==> src/rtl/div_pkg.sv <==
// Shared definitions for the sequential restoring divider: state encoding,
// counter sizing and width-dependent operand constants.
package div_pkg;

  // state | meaning
  // IDLE  | waiting for start; results and flags held
  // PREP  | take operand magnitudes, record signs, detect zero divisor
  // CALC  | one restoring quotient bit per clock
  // FIX   | apply signs, register results, pulse done
  typedef enum logic [1:0] {
    IDLE = 2'd0,
    PREP = 2'd1,
    CALC = 2'd2,
    FIX  = 2'd3
  } state_e;

  // Widest operand the constant helpers below can describe.
  localparam int MAX_WIDTH = 64;

  // Counter must hold the value WIDTH itself.
  function automatic int cnt_width(input int width);
    return $clog2(width + 1);
  endfunction

  // Most negative two's-complement value of the given width, zero-extended.
  function automatic logic [MAX_WIDTH-1:0] min_int(input int width);
    logic [MAX_WIDTH-1:0] v;
    v = '0;
    v[width-1] = 1'b1;
    return v;
  endfunction

  // All-ones value of the given width, zero-extended.
  function automatic logic [MAX_WIDTH-1:0] all_ones(input int width);
    logic [MAX_WIDTH-1:0] v;
    v = '0;
    for (int i = 0; i < width; i++) v[i] = 1'b1;
    return v;
  endfunction

endpackage

==> src/rtl/div_step.sv <==
// One restoring-division iteration: shift the partial remainder left taking
// the next dividend bit, trial-subtract the divisor magnitude, keep the
// difference when it is non-negative.
module div_step
  import div_pkg::*;
#(
  parameter int WIDTH = 32
) (
  input  logic [WIDTH:0]   p_i,
  input  logic             bit_i,
  input  logic [WIDTH-1:0] dvsr_i,
  output logic [WIDTH:0]   p_o,
  output logic             qbit_o
);

  // Two extra bits keep the trial difference's sign exact: the shifted
  // remainder is below 2*divisor, so the difference lies in (-2^W, 2^W).
  logic [WIDTH+1:0] shifted;
  logic [WIDTH+1:0] diff;

  // Trial subtraction and restore select.
  always_comb begin
    shifted = {p_i, bit_i};
    diff    = shifted - {2'b00, dvsr_i};
    qbit_o  = ~diff[WIDTH+1];
    p_o     = qbit_o ? diff[WIDTH:0] : shifted[WIDTH:0];
  end

endmodule

==> src/rtl/seq_divider.sv <==
// Sequential radix-2 restoring divider, signed or unsigned, one quotient bit
// per clock with a start/busy/done handshake. Quotient truncates toward zero;
// remainder takes the dividend's sign. WIDTH must lie in 4..64.
module seq_divider
  import div_pkg::*;
#(
  parameter int WIDTH = 32
) (
  input  logic             clk,
  input  logic             rst_n,
  input  logic             start,
  input  logic             is_signed,
  input  logic [WIDTH-1:0] dividend,
  input  logic [WIDTH-1:0] divisor,
  output logic             busy,
  output logic             done,
  output logic [WIDTH-1:0] quotient,
  output logic [WIDTH-1:0] remainder,
  output logic             div_by_zero,
  output logic             overflow_flag
);

  localparam int CW = cnt_width(WIDTH);
  localparam logic [WIDTH-1:0] MIN_INT  = WIDTH'(min_int(WIDTH));
  localparam logic [WIDTH-1:0] ALL_ONES = WIDTH'(all_ones(WIDTH));
  localparam logic [CW-1:0]    CNT_ONE  = CW'(1);
  localparam logic [CW-1:0]    CNT_LOAD = CW'(WIDTH);

  state_e           state_q;
  logic [CW-1:0]    cnt_q;
  logic [WIDTH-1:0] dvd_q;       // raw dividend, needed for the zero path
  logic [WIDTH-1:0] dvs_q;       // raw divisor
  logic             sgn_q;
  logic [WIDTH-1:0] a_q;         // dividend magnitude shifting out, quotient shifting in
  logic [WIDTH-1:0] b_q;         // divisor magnitude
  logic [WIDTH:0]   p_q;         // partial remainder
  logic             qneg_q;
  logic             rneg_q;
  logic             zero_q;
  logic             ovf_pend_q;
  logic             busy_q;
  logic             done_q;
  logic [WIDTH-1:0] quot_q;
  logic [WIDTH-1:0] rem_q;
  logic             dbz_q;
  logic             ovf_q;

  logic [WIDTH:0]   p_d;
  logic             qbit_d;
  logic [WIDTH-1:0] dvd_mag;
  logic [WIDTH-1:0] dvs_mag;
  logic [WIDTH-1:0] rem_mag;

  // Magnitudes: MIN_INT negates to itself, which reads correctly as unsigned.
  assign dvd_mag = (sgn_q && dvd_q[WIDTH-1]) ? -dvd_q : dvd_q;
  assign dvs_mag = (sgn_q && dvs_q[WIDTH-1]) ? -dvs_q : dvs_q;
  assign rem_mag = p_q[WIDTH-1:0];

  div_step #(
    .WIDTH(WIDTH)
  ) u_step (
    .p_i   (p_q),
    .bit_i (a_q[WIDTH-1]),
    .dvsr_i(b_q),
    .p_o   (p_d),
    .qbit_o(qbit_d)
  );

  // Control FSM, iteration datapath and registered outputs.
  always_ff @(posedge clk or negedge rst_n) begin
    if (!rst_n) begin
      state_q    <= IDLE;
      cnt_q      <= '0;
      dvd_q      <= '0;
      dvs_q      <= '0;
      sgn_q      <= 1'b0;
      a_q        <= '0;
      b_q        <= '0;
      p_q        <= '0;
      qneg_q     <= 1'b0;
      rneg_q     <= 1'b0;
      zero_q     <= 1'b0;
      ovf_pend_q <= 1'b0;
      busy_q     <= 1'b0;
      done_q     <= 1'b0;
      quot_q     <= '0;
      rem_q      <= '0;
      dbz_q      <= 1'b0;
      ovf_q      <= 1'b0;
    end else begin
      done_q <= 1'b0;
      unique case (state_q)
        IDLE: begin
          if (start) begin
            dvd_q   <= dividend;
            dvs_q   <= divisor;
            sgn_q   <= is_signed;
            dbz_q   <= 1'b0;
            ovf_q   <= 1'b0;
            busy_q  <= 1'b1;
            state_q <= PREP;
          end
        end
        PREP: begin
          a_q        <= dvd_mag;
          b_q        <= dvs_mag;
          p_q        <= '0;
          qneg_q     <= sgn_q & (dvd_q[WIDTH-1] ^ dvs_q[WIDTH-1]);
          rneg_q     <= sgn_q & dvd_q[WIDTH-1];
          zero_q     <= (dvs_q == '0);
          ovf_pend_q <= sgn_q && (dvd_q == MIN_INT) && (dvs_q == ALL_ONES);
          if (dvs_q == '0) begin
            state_q <= FIX;
          end else begin
            cnt_q   <= CNT_LOAD;
            state_q <= CALC;
          end
        end
        CALC: begin
          p_q   <= p_d;
          a_q   <= {a_q[WIDTH-2:0], qbit_d};
          cnt_q <= cnt_q - CNT_ONE;
          if (cnt_q == CNT_ONE) state_q <= FIX;
        end
        FIX: begin
          if (zero_q) begin
            quot_q <= ALL_ONES;
            rem_q  <= dvd_q;
            dbz_q  <= 1'b1;
          end else begin
            quot_q <= qneg_q ? -a_q : a_q;
            rem_q  <= rneg_q ? -rem_mag : rem_mag;
            ovf_q  <= ovf_pend_q;
          end
          busy_q  <= 1'b0;
          done_q  <= 1'b1;
          state_q <= IDLE;
        end
        default: state_q <= IDLE;
      endcase
    end
  end

  assign busy          = busy_q;
  assign done          = done_q;
  assign quotient      = quot_q;
  assign remainder     = rem_q;
  assign div_by_zero   = dbz_q;
  assign overflow_flag = ovf_q;

endmodule

==> config.mk <==
export PLATFORM = sky130hd
export DESIGN_NAME = seq_divider
export DESIGN_NICKNAME = d
export VERILOG_FILES = /design/src/rtl/div_pkg.sv /design/src/rtl/div_step.sv /design/src/rtl/seq_divider.sv
export SDC_FILE = /design/constraint.sdc
export NUM_CORES = 1
export LEC_CHECK = 0
export ABC_AREA = 1
export BUFFER_PORTS_ARGS = -buffer_cell sky130_fd_sc_hd__buf_2
export CORE_AREA = 10 10 184 186
export CTS_CLUSTER_SIZE = 8
export DETAILED_ROUTE_END_ITERATION = 8
export DIE_AREA = 0 0 194 196
export GPL_ROUTABILITY_DRIVEN = 0
export PLACE_DENSITY = 0.81
export SYNTH_ARGS = -nofsm -noshare
export SYNTH_HDL_FRONTEND = slang
export SYNTH_SLANG_ARGS = --single-unit
==> constraint.sdc <==
create_clock -name clk -period 2.55 [get_ports clk]
set_input_delay 0.255 -clock clk [delete_from_list [all_inputs] [get_ports clk]]
set_output_delay 0.255 -clock clk [all_outputs]
set_load 0.02 [all_outputs]
# [After elaboration in Yosys (flattened, before gate mapping)]
# Cells that the tools add are included.
[totals] output_inout_bits=68 inputBits=68 reg_bits=242
[op_classes] n_reduce_logical=14 n_eq_ne=11 n_bitwise=4 n_addsub=6 n_mux=23
[ops] cell="2-to-1 mux 32 bit" count=6
[ops] cell="negation 32 bit" count=4
[ops] cell="case mux 33 bit (2 select lines)" count=1
[ops] cell="equality test 32 bit, second input constant" count=2
[ops] cell="case mux 32 bit (2 select lines)" count=1
[ops] cell="subtractor 34 x 32 -> 34 bit" count=1
[ops] cell="2-to-1 mux 33 bit" count=1
[ops] cell="logical NOT 32 bit" count=1
[ops] cell="case mux 6 bit (2 select lines)" count=1
[ops] cell="inequality test 2 bit, second input constant" count=5
[ops] cell="case mux 2 bit (4 select lines)" count=1
[ops] cell="AND reduction 2 bit" count=4
[ops] cell="equality test 6 x 1 -> 1 bit, second input constant" count=1
[ops] cell="2-to-1 mux 1 bit" count=6
[ops] cell="2-to-1 mux 6 bit" count=1
[ops] cell="case mux 1 bit (2 select lines)" count=3
[ops] cell="AND reduction 3 bit" count=2
[ops] cell="subtractor 6 x 1 -> 6 bit, second input constant" count=1
[ops] cell="equality test 2 bit, second input constant" count=2
[ops] cell="logical AND 1 bit" count=4
[ops] cell="2-to-1 mux 2 bit" count=2
[ops] cell="nonzero test 2 bit" count=2
[ops] cell="AND 1 bit" count=2
[ops] cell="equality test 2 x 1 -> 1 bit, second input constant" count=1
[ops] cell="other kinds (3)" count=3

# [Logic depth before layout (Yosys ltp)]
# Gate-level depths: netlist of run 1.
[depth] ltp_word=3 ltp_mapped=18 depth_no_buf=17

# [Cells and area by module]
# Synthesis of run 1 repeated with hierarchy kept, for this count alone.
[hier_totals] cells_unflattened=2517 hier_area_um2=16703.5
[by_module_without_submodules] module="seq_divider" instances=1 cells_per_inst=1796 seq_area_each_um2=6055.8 area_per_inst_um2=13259.0
[by_module_without_submodules] module="div_step" instances=1 cells_per_inst=721 seq_area_each_um2=0.0 area_per_inst_um2=3444.6

# [Least setup slack after synthesis of run 1]
# No wires, ideal clock.
[synth_timing] path_kind="register to register" startpoint="reg a_q[31]" endpoint="reg p_q[32]" arrival_ns=1.916 period_less_slack_ns=2.035 slack_ns=0.515 stages_incl_launch_ff=17 path_buffers=0 cell_sequence="dfrtp_1 inv_1 ha_1 inv_1 fa_1 nand3_1 nand3_1 nand2_1 nand2_1 nand2_1 nand2_1 nand2_1 nand3_1 nand2_1 nand3_2 nand3_1 nand2_1"
[synth_between] elab_chain_cells=3
[synth_lines] item="start: declaration" line_no="seq_divider.sv:34" rtl="logic [WIDTH-1:0] a_q;"
[synth_lines] item="start signal: assignment" line_no="seq_divider.sv:105" rtl="a_q <= dvd_mag;"
[synth_lines] item="start signal: assignment" line_no="seq_divider.sv:121" rtl="a_q <= {a_q[WIDTH-2:0], qbit_d};"
[synth_lines] item="subtractor 34 x 32 -> 34 bit" line_no="div_step.sv:24" rtl="diff = shifted - {2'b00, dvsr_i};"
[synth_lines] item="2-to-1 mux 33 bit" line_no="div_step.sv:26" rtl="p_o = qbit_o ? diff[WIDTH:0] : shifted[WIDTH:0];"
[synth_lines] item="case mux 33 bit (2 select lines)" line_no="seq_divider.sv:92" rtl="unique case (state_q)"
[synth_lines] item="end signal: assignment" line_no="seq_divider.sv:120" rtl="p_q <= p_d;"
[synth_lines] item="end: declaration" line_no="seq_divider.sv:36" rtl="logic [WIDTH:0] p_q;"
# Every way passes these cells.
# A chain may end at the register's enable or synchronous reset.

# [Final worst setup path of run 1]
[layout_timing] startpoint="reg p_q[15]" endpoint="reg p_q[24]"
[layout_between] elab_chain_cells=3
[layout_lines] item="subtractor 34 x 32 -> 34 bit" line_no="div_step.sv:24"
[layout_lines] item="2-to-1 mux 33 bit" line_no="div_step.sv:26"
[layout_lines] item="case mux 33 bit (2 select lines)" line_no="seq_divider.sv:92"
# Every way passes these cells.

==> results of run 1 <==
==> cells in the final DEF, fill, tap and decap left out, drive strengths merged, types with 16 or more instances in the layout <==
cell type      n
nand2        685
nor2         199
nor3          27
o21ai        206
clkbuf        39
a21oi         97
xnor2         17
ha            44
nand4         29
nand3b        16
dfrtp        242
o221ai        21
dlygate4sd3   43
nand3        249
inv          341
xor2          43
buf          192
o211ai        16
==> how the worst max path moves through the flow <==
stage               endpoint
floorplan            p_q[32]
global placement      p_q[0]
detailed placement   p_q[18]
CTS                  p_q[14]
global route         p_q[23]
finish               p_q[24]
==> flip-flops by register name, indices dropped and copies added, names as in the netlist, 2 cells and up <==
name       cells
a_q           32
p_q           33
remainder     32
dvd_q         32
state_q        2
dvs_q         32
quotient      32
cnt_q          6
b_q           32
==> power by group through the flow <==
stage	Combinational [mW]	Sequential, mW	Clock, mW
after detailed placement	11.2	6.65	0
after global placement	10.9	6.58	0
final	11.8	6.68	4.29
after floorplan	7.52	6.69	0
after global routing	13.0	6.83	4.46
after CTS	11.3	6.62	4.32
==> final cells by class <==
type / instances / area (um2) / share of cell area
Multi-Input combinational cell: 1708 / 8843 / 0.4580
Inverter: 345 / 1296 / 0.06714
Tap cell: 396 / 495.5 / 0.02566
Timing Repair Buffer: 236 / 1639 / 0.08489
Clock buffer: 38 / 908.4 / 0.04705
Clock inverter: 3 / 55.05 / 0.002851
Sequential cell: 242 / 6067 / 0.3142
Antenna cell: 1 / 2.502 / 0.0001296
==> metrics by stage <==
stage,instance area [um2],instances,TNS [ns],util
2_1_floorplan,16360,2379,0,-
3_3_place_gp,17560,2877,0,0.5803
3_5_place_dp,17560,2877,0,0.5803
4_1_cts,18960,2961,0,0.6263
5_1_grt,19300,2968,-0.5812,0.6378
6_report,19310,2969,0,0.6379
==> what timing repair did <==
action,CTS,global route
hold buffers,43,0
setup buffers,0,5
gates resized for setup,0,53
hold endpoints to repair,113,0
endpoints found under the setup margin,0,35
==> critical path, delay by kind of cell (launching register included) <==
kind	cells	cell delay [ns]
DFF	1	0.46
and+or+nand+nor	10	1.27
adders and majority gates	1	0.41
buffers and inverters	3	0.25
==> routing by layer <==
metal | vias up | part of all wire | track usage
li1 | 8070 | - | -
met1 | 8104 | 0.39 | 0.3518
met2 | 1062 | 0.45 | 0.4265
met3 | 200 | 0.11 | 0.05388
met4 | 0 | 0.054 | 0.1382
met5 | - | 0 | 0
==> cells by family (layout without fill, tap and decap cells) <==
family          count (synthesis)  in the layout
other cells                     0              1
xor+xnor                       60             60
simple gates                 1222           1223
flops                         242            242
compound gates                380            380
buf+inv                       430            622
fa+ha+maj                      45             45
==> impl_metrics.toml, run 1 <==
[power]
clkPwrFrac = 0.188
switching_share = 0.4895
p_leak_nw = 9.828
share_seq_of_total_power = 0.293
design_power_total_mw = 22.78
power.net_switching_mw = 11.15
combPwrFrac = 0.518
power_density_nw_per_um2 = 1180
ir_drop_v = 0.0006426
p_int_mw = 11.63

[routing]
drt_iter0_drc = 2153
vias_per_cell = 5.873
wl_per_cell_um = 18.39
antenna_left = 0
drc = 0
num_vias = 17436
firstDrtPassIters = 8
drt_wl_total_um = 54590

[final_layout]
fillers = 2557
fin_nets = 2682
drive_gt1_frac = 0.1322
areaGrowthSynthToFinish_pct = 18.05

[yosys]
synth-adder-area-share = 0.03488
synthMostInstantiatedCell = "nand2_1"
ys_types = 48
synth_mux_area_frac = 0
synth-seq-cells = 242
yosysTopAreaCell = "dfrtp_1"
synth.area.top_cells = "dfrtp_1 37%, nand2_1 15%, inv_1 7.6%"
synth_top_family_by_area = "simple AND/OR/NAND/NOR gates"
synth_area_um2 = 16360
synth_compound_area_frac = 0.1302
async_reset_ff_frac = 1.000
syn_area_per_cell_um2 = 6.875
ys_warn_count = 0
syn_inst = 2379
synthTopCellsByCount = "671 x nand2_1, 333 x inv_1, 242 x dfrtp_1"
synth_simple_gate_area_frac = 0.3271
synth_xor_area_frac = 0.03213
synth_nets = 2492
synthFlopType = "dfrtp_1"
seq_area_frac_synth = 0.3703
synth_top_area_share = 0.3703
synth-edff-count = 0

[floorplanning]
rows = 64
coreArea_um2 = 30270
die_area_um2 = 38020
dieHeight_um = 196
pin_count = 136
initial_core_util = 0.5403
die_w_um = 194

[timing]
slew_viol_final = 0
holdWs_ns = -0.001073
setup_viol = 0
max_freq_mhz = 407.4
rsz0062_at_grt = "true"
fin_skew_ns = 0.02860
setup_ws_ns = 0.09517
timing_hold_violations_final = 1
worst_pin_slew_ns = 0.7115
finalCritPeriodShare = 0.9627
layout_min_cycle_time_ns = 2.455
slew_headroom = 0.5213

[critical_path]
cp-startpoint = "p_q[15]"
r2r_start = "p_q[15]"
cp.required_ns = 3.01
cpPeakStageDelay_ns = 0.46
worstPathMaxFanout = 16
cp.arrival_ns = 2.92
worstSetupEndpointType = "register"
crit_chain = "ha_1, nand2_2, inv_1, nand2_1, nand2_1, inv_1, nand2_1, inv_1, nand2_4, nand2_4, nand3_2, nand3_1, nand3_1, nand2_1"
critical_path_class = "register to register"
r2r_end = "p_q[24]"
slowest_stage = "dfrtp_1"
cpMostUsedCell = "nand2_1"
ff2ff_path_depth = 14
r2r_setup_slack_ns = 0.1
startpoint_type = "register"

[worst_hold_path]
hold_path_end = "dvs_q[6]"
min_path_type = "input pin to register"
min_from = "divisor[6]"
hold_depth = 3

[placement]
dpl_worst_slack_ns = 0.05467
place_hpwl_um = 40420
port-buffer-count = 135

[status]
violations = "hold timing"
status = "finished with violations"

[clock_tree]
insertion_delay_ns = 0.52
root_buffer = "clkbuf_16"
cts_tree = "done"
clkTransAtPathRegs_ns = 0.06
clock_sinks = 242
cts_buffers = 36
clk_path_buf_depth = 3
cts_max_level = 2

[grt]
grt_max_degree = 77
overflow = 0
grt_pass1_vias = 16351
grt_pass1_wl_um = 85900
grtUsageTotal = 0.2721
antenna_found_initial = 0

[job]
drv_cap = 0
No activity file was read; power rests on OpenSTA's default activity.
==> run 2, diff against run 1 <==
--- a/config.mk
+++ b/config.mk
@@ -7,10 +7,10 @@
 export LEC_CHECK = 0
 export ABC_AREA = 1
 export BUFFER_PORTS_ARGS = -buffer_cell sky130_fd_sc_hd__buf_2
-export CORE_AREA = 10 10 184 186
+export CORE_AREA = 10 10 255 135
 export CTS_CLUSTER_SIZE = 8
 export DETAILED_ROUTE_END_ITERATION = 8
-export DIE_AREA = 0 0 194 196
+export DIE_AREA = 0 0 265 145
 export GPL_ROUTABILITY_DRIVEN = 0
 export PLACE_DENSITY = 0.81
 export SYNTH_ARGS = -nofsm -noshare
==> impl_metrics.toml, run 2 (synthesis results as in run 1) <==
[clock_tree]
insertion_delay_ns = 0.55
cts_max_level = 2
clkTransAtPathRegs_ns = 0.05
cts_tree = "done"
root_buffer = "clkbuf_16"
clock_sinks = 242
clk_path_buf_depth = 3
cts_buffers = 36

[timing]
worst_pin_slew_ns = 0.8065
finalCritPeriodShare = 0.9909
slew_viol_final = 0
layout_min_cycle_time_ns = 2.527
fin_skew_ns = 0.02999
holdWs_ns = -0.009305
setup_ws_ns = 0.02320
max_freq_mhz = 395.8
timing_hold_violations_final = 1
slew_headroom = 0.4603
setup_viol = 0

[final_layout]
fin_util = 0.6519
fillers = 2501
largest_register_ffs = 33
top_register = "p_q"
ff_latch_area_um2 = 6057
antenna_cells = 0
multi_input_area_um2 = 8751
areaGrowthSynthToFinish_pct = 19.39
final_common_cell = "nand2_1"
fin_nets = 2714
final_cell_mix = "670 x nand2_1, 328 x inv_1, 241 x dfrtp_1, 231 x nand3_1, 195 x o21ai_0"
drive_gt1_frac = 0.1341

[grt]
met2_usage = 0.3853
grt-busiest-layer = "met1"
antenna_found_initial = 1
grtUsageMet1 = 0.4225
grtUsageTotal = 0.2938
overflow = 0
grt.met3_usage = 0.1371
grt_pass1_wl_um = 91310
grt_max_degree = 108
grt_pass1_vias = 16417

[routing]
vias_per_cell = 5.972
antenna_left = 0
drt_iter0_drc = 3350
wl_per_cell_um = 19.79
drt_wl_total_um = 59420
drc = 0
num_vias = 17929
firstDrtPassIters = 7

[worst_hold_path]
min_path_type = "input pin to register"

[critical_path]
worstPathMaxFanout = 33
critical_path_class = "register to register"
startpoint_type = "register"
cp.arrival_ns = 2.95
r2r_setup_slack_ns = 0.02
cpPeakStageDelay_ns = 0.47
worstSetupEndpointType = "register"
slowest_stage = "dfrtp_1"
crit_chain = "ha_2, nand2_1, nor2_2, nand2_2, nor2_4, nor2_4, buf_4, nand3_4, buf_12, nand3_1, nand3_1, nand2_1"
cp.required_ns = 2.97

[floorplanning]
pin_count = 136
initial_core_util = 0.5460
rows = 45
coreArea_um2 = 29950
die_area_um2 = 38430
dieHeight_um = 145
die_w_um = 265

[status]
status = "finished with violations"
violations = "hold timing"

[placement]
dpl_worst_slack_ns = 0.04056
place_hpwl_um = 44410
port-buffer-count = 135

[power]
power_density_nw_per_um2 = 1207
ir_drop_v = 0.0009281
p_leak_nw = 10.02

[job]
drv_cap = 0
## run 2: cell types whose count changed in the layout (fill, tap and decap cells not counted), moves of 3 or more
cell / previous run / this run
dfrtp_1: 233 / 241
inv_2: 9 / 12
inv_1: 331 / 328
ha_4: 15 / 7
buf_12: 5 / 9
buf_4: 50 / 65
dfrtp_2: 9 / 1
ha_1: 23 / 29
dlygate4sd3_1: 43 / 59
## run 2: path summary, 6_finish.rpt
check,cells after the start,from,endpoint
max in group asynchronous,3,rst_n,cnt_q[0]
min in group asynchronous,2,rst_n,p_q[8]
worst min-delay path,3,dividend[9],dvd_q[9]
worst min register to register,2,quotient[26],quotient[26]
worst max-delay path,12,p_q[27],p_q[31]
worst max register to register,12,p_q[27],p_q[31]
## run 2: repair_timing
item / in CTS / in global routing
resized for setup: 0 / 38
endpoints found under the hold margin: 193 / 0
setup buffers: 0 / 3
hold buffers: 59 / 0
endpoints found under the setup margin: 0 / 41
## run 2: layout make-up
| cell class | count | share of cell area |
|---|---|---|
| Timing Repair Buffer | 269 | 0.1009 |
| Multi-Input combinational cell | 1707 | 0.4481 |
| Clock buffer | 36 | 0.04613 |
| Inverter | 345 | 0.06638 |
| Tap cell | 399 | 0.02557 |
| Sequential cell | 242 | 0.3102 |
| Clock inverter | 4 | 0.002755 |
## run 2: routing by layer
layer	up-vias	share of wire
met5	-	0
met4	0	0.027
met3	185	0.19
met2	1413	0.38
met1	8228	0.41
li1	8103	-
## run 2: critical path, delay by kind of cell (launching register included)
| kind | cells | cell delay, ns |
|---|---|---|
| buffers and inverters | 2 | 0.34 |
| DFF | 1 | 0.47 |
| adders and majority gates | 1 | 0.45 |
| and+or+nand+nor | 9 | 1.11 |
## run 2: power by group
part	internal (mW)	switching [mW]	total, mW
Combinational	3.80	8.74	12.5
Clock	2.51	1.82	4.33
Sequential	5.33	1.35	6.68
## run 2: metrics by stage
step                      TNS [ns]  std cells  total power [mW]  area, um2
after floorplan                  0       2379             14.21      16360
after global placement           0       2899             17.88      17760
after detailed placement         0       2899             18.24      17760
after CTS                        0       2998             22.70      19310
after global routing      -0.03670       3002             24.89      19530
final                            0       3002             23.56      19530
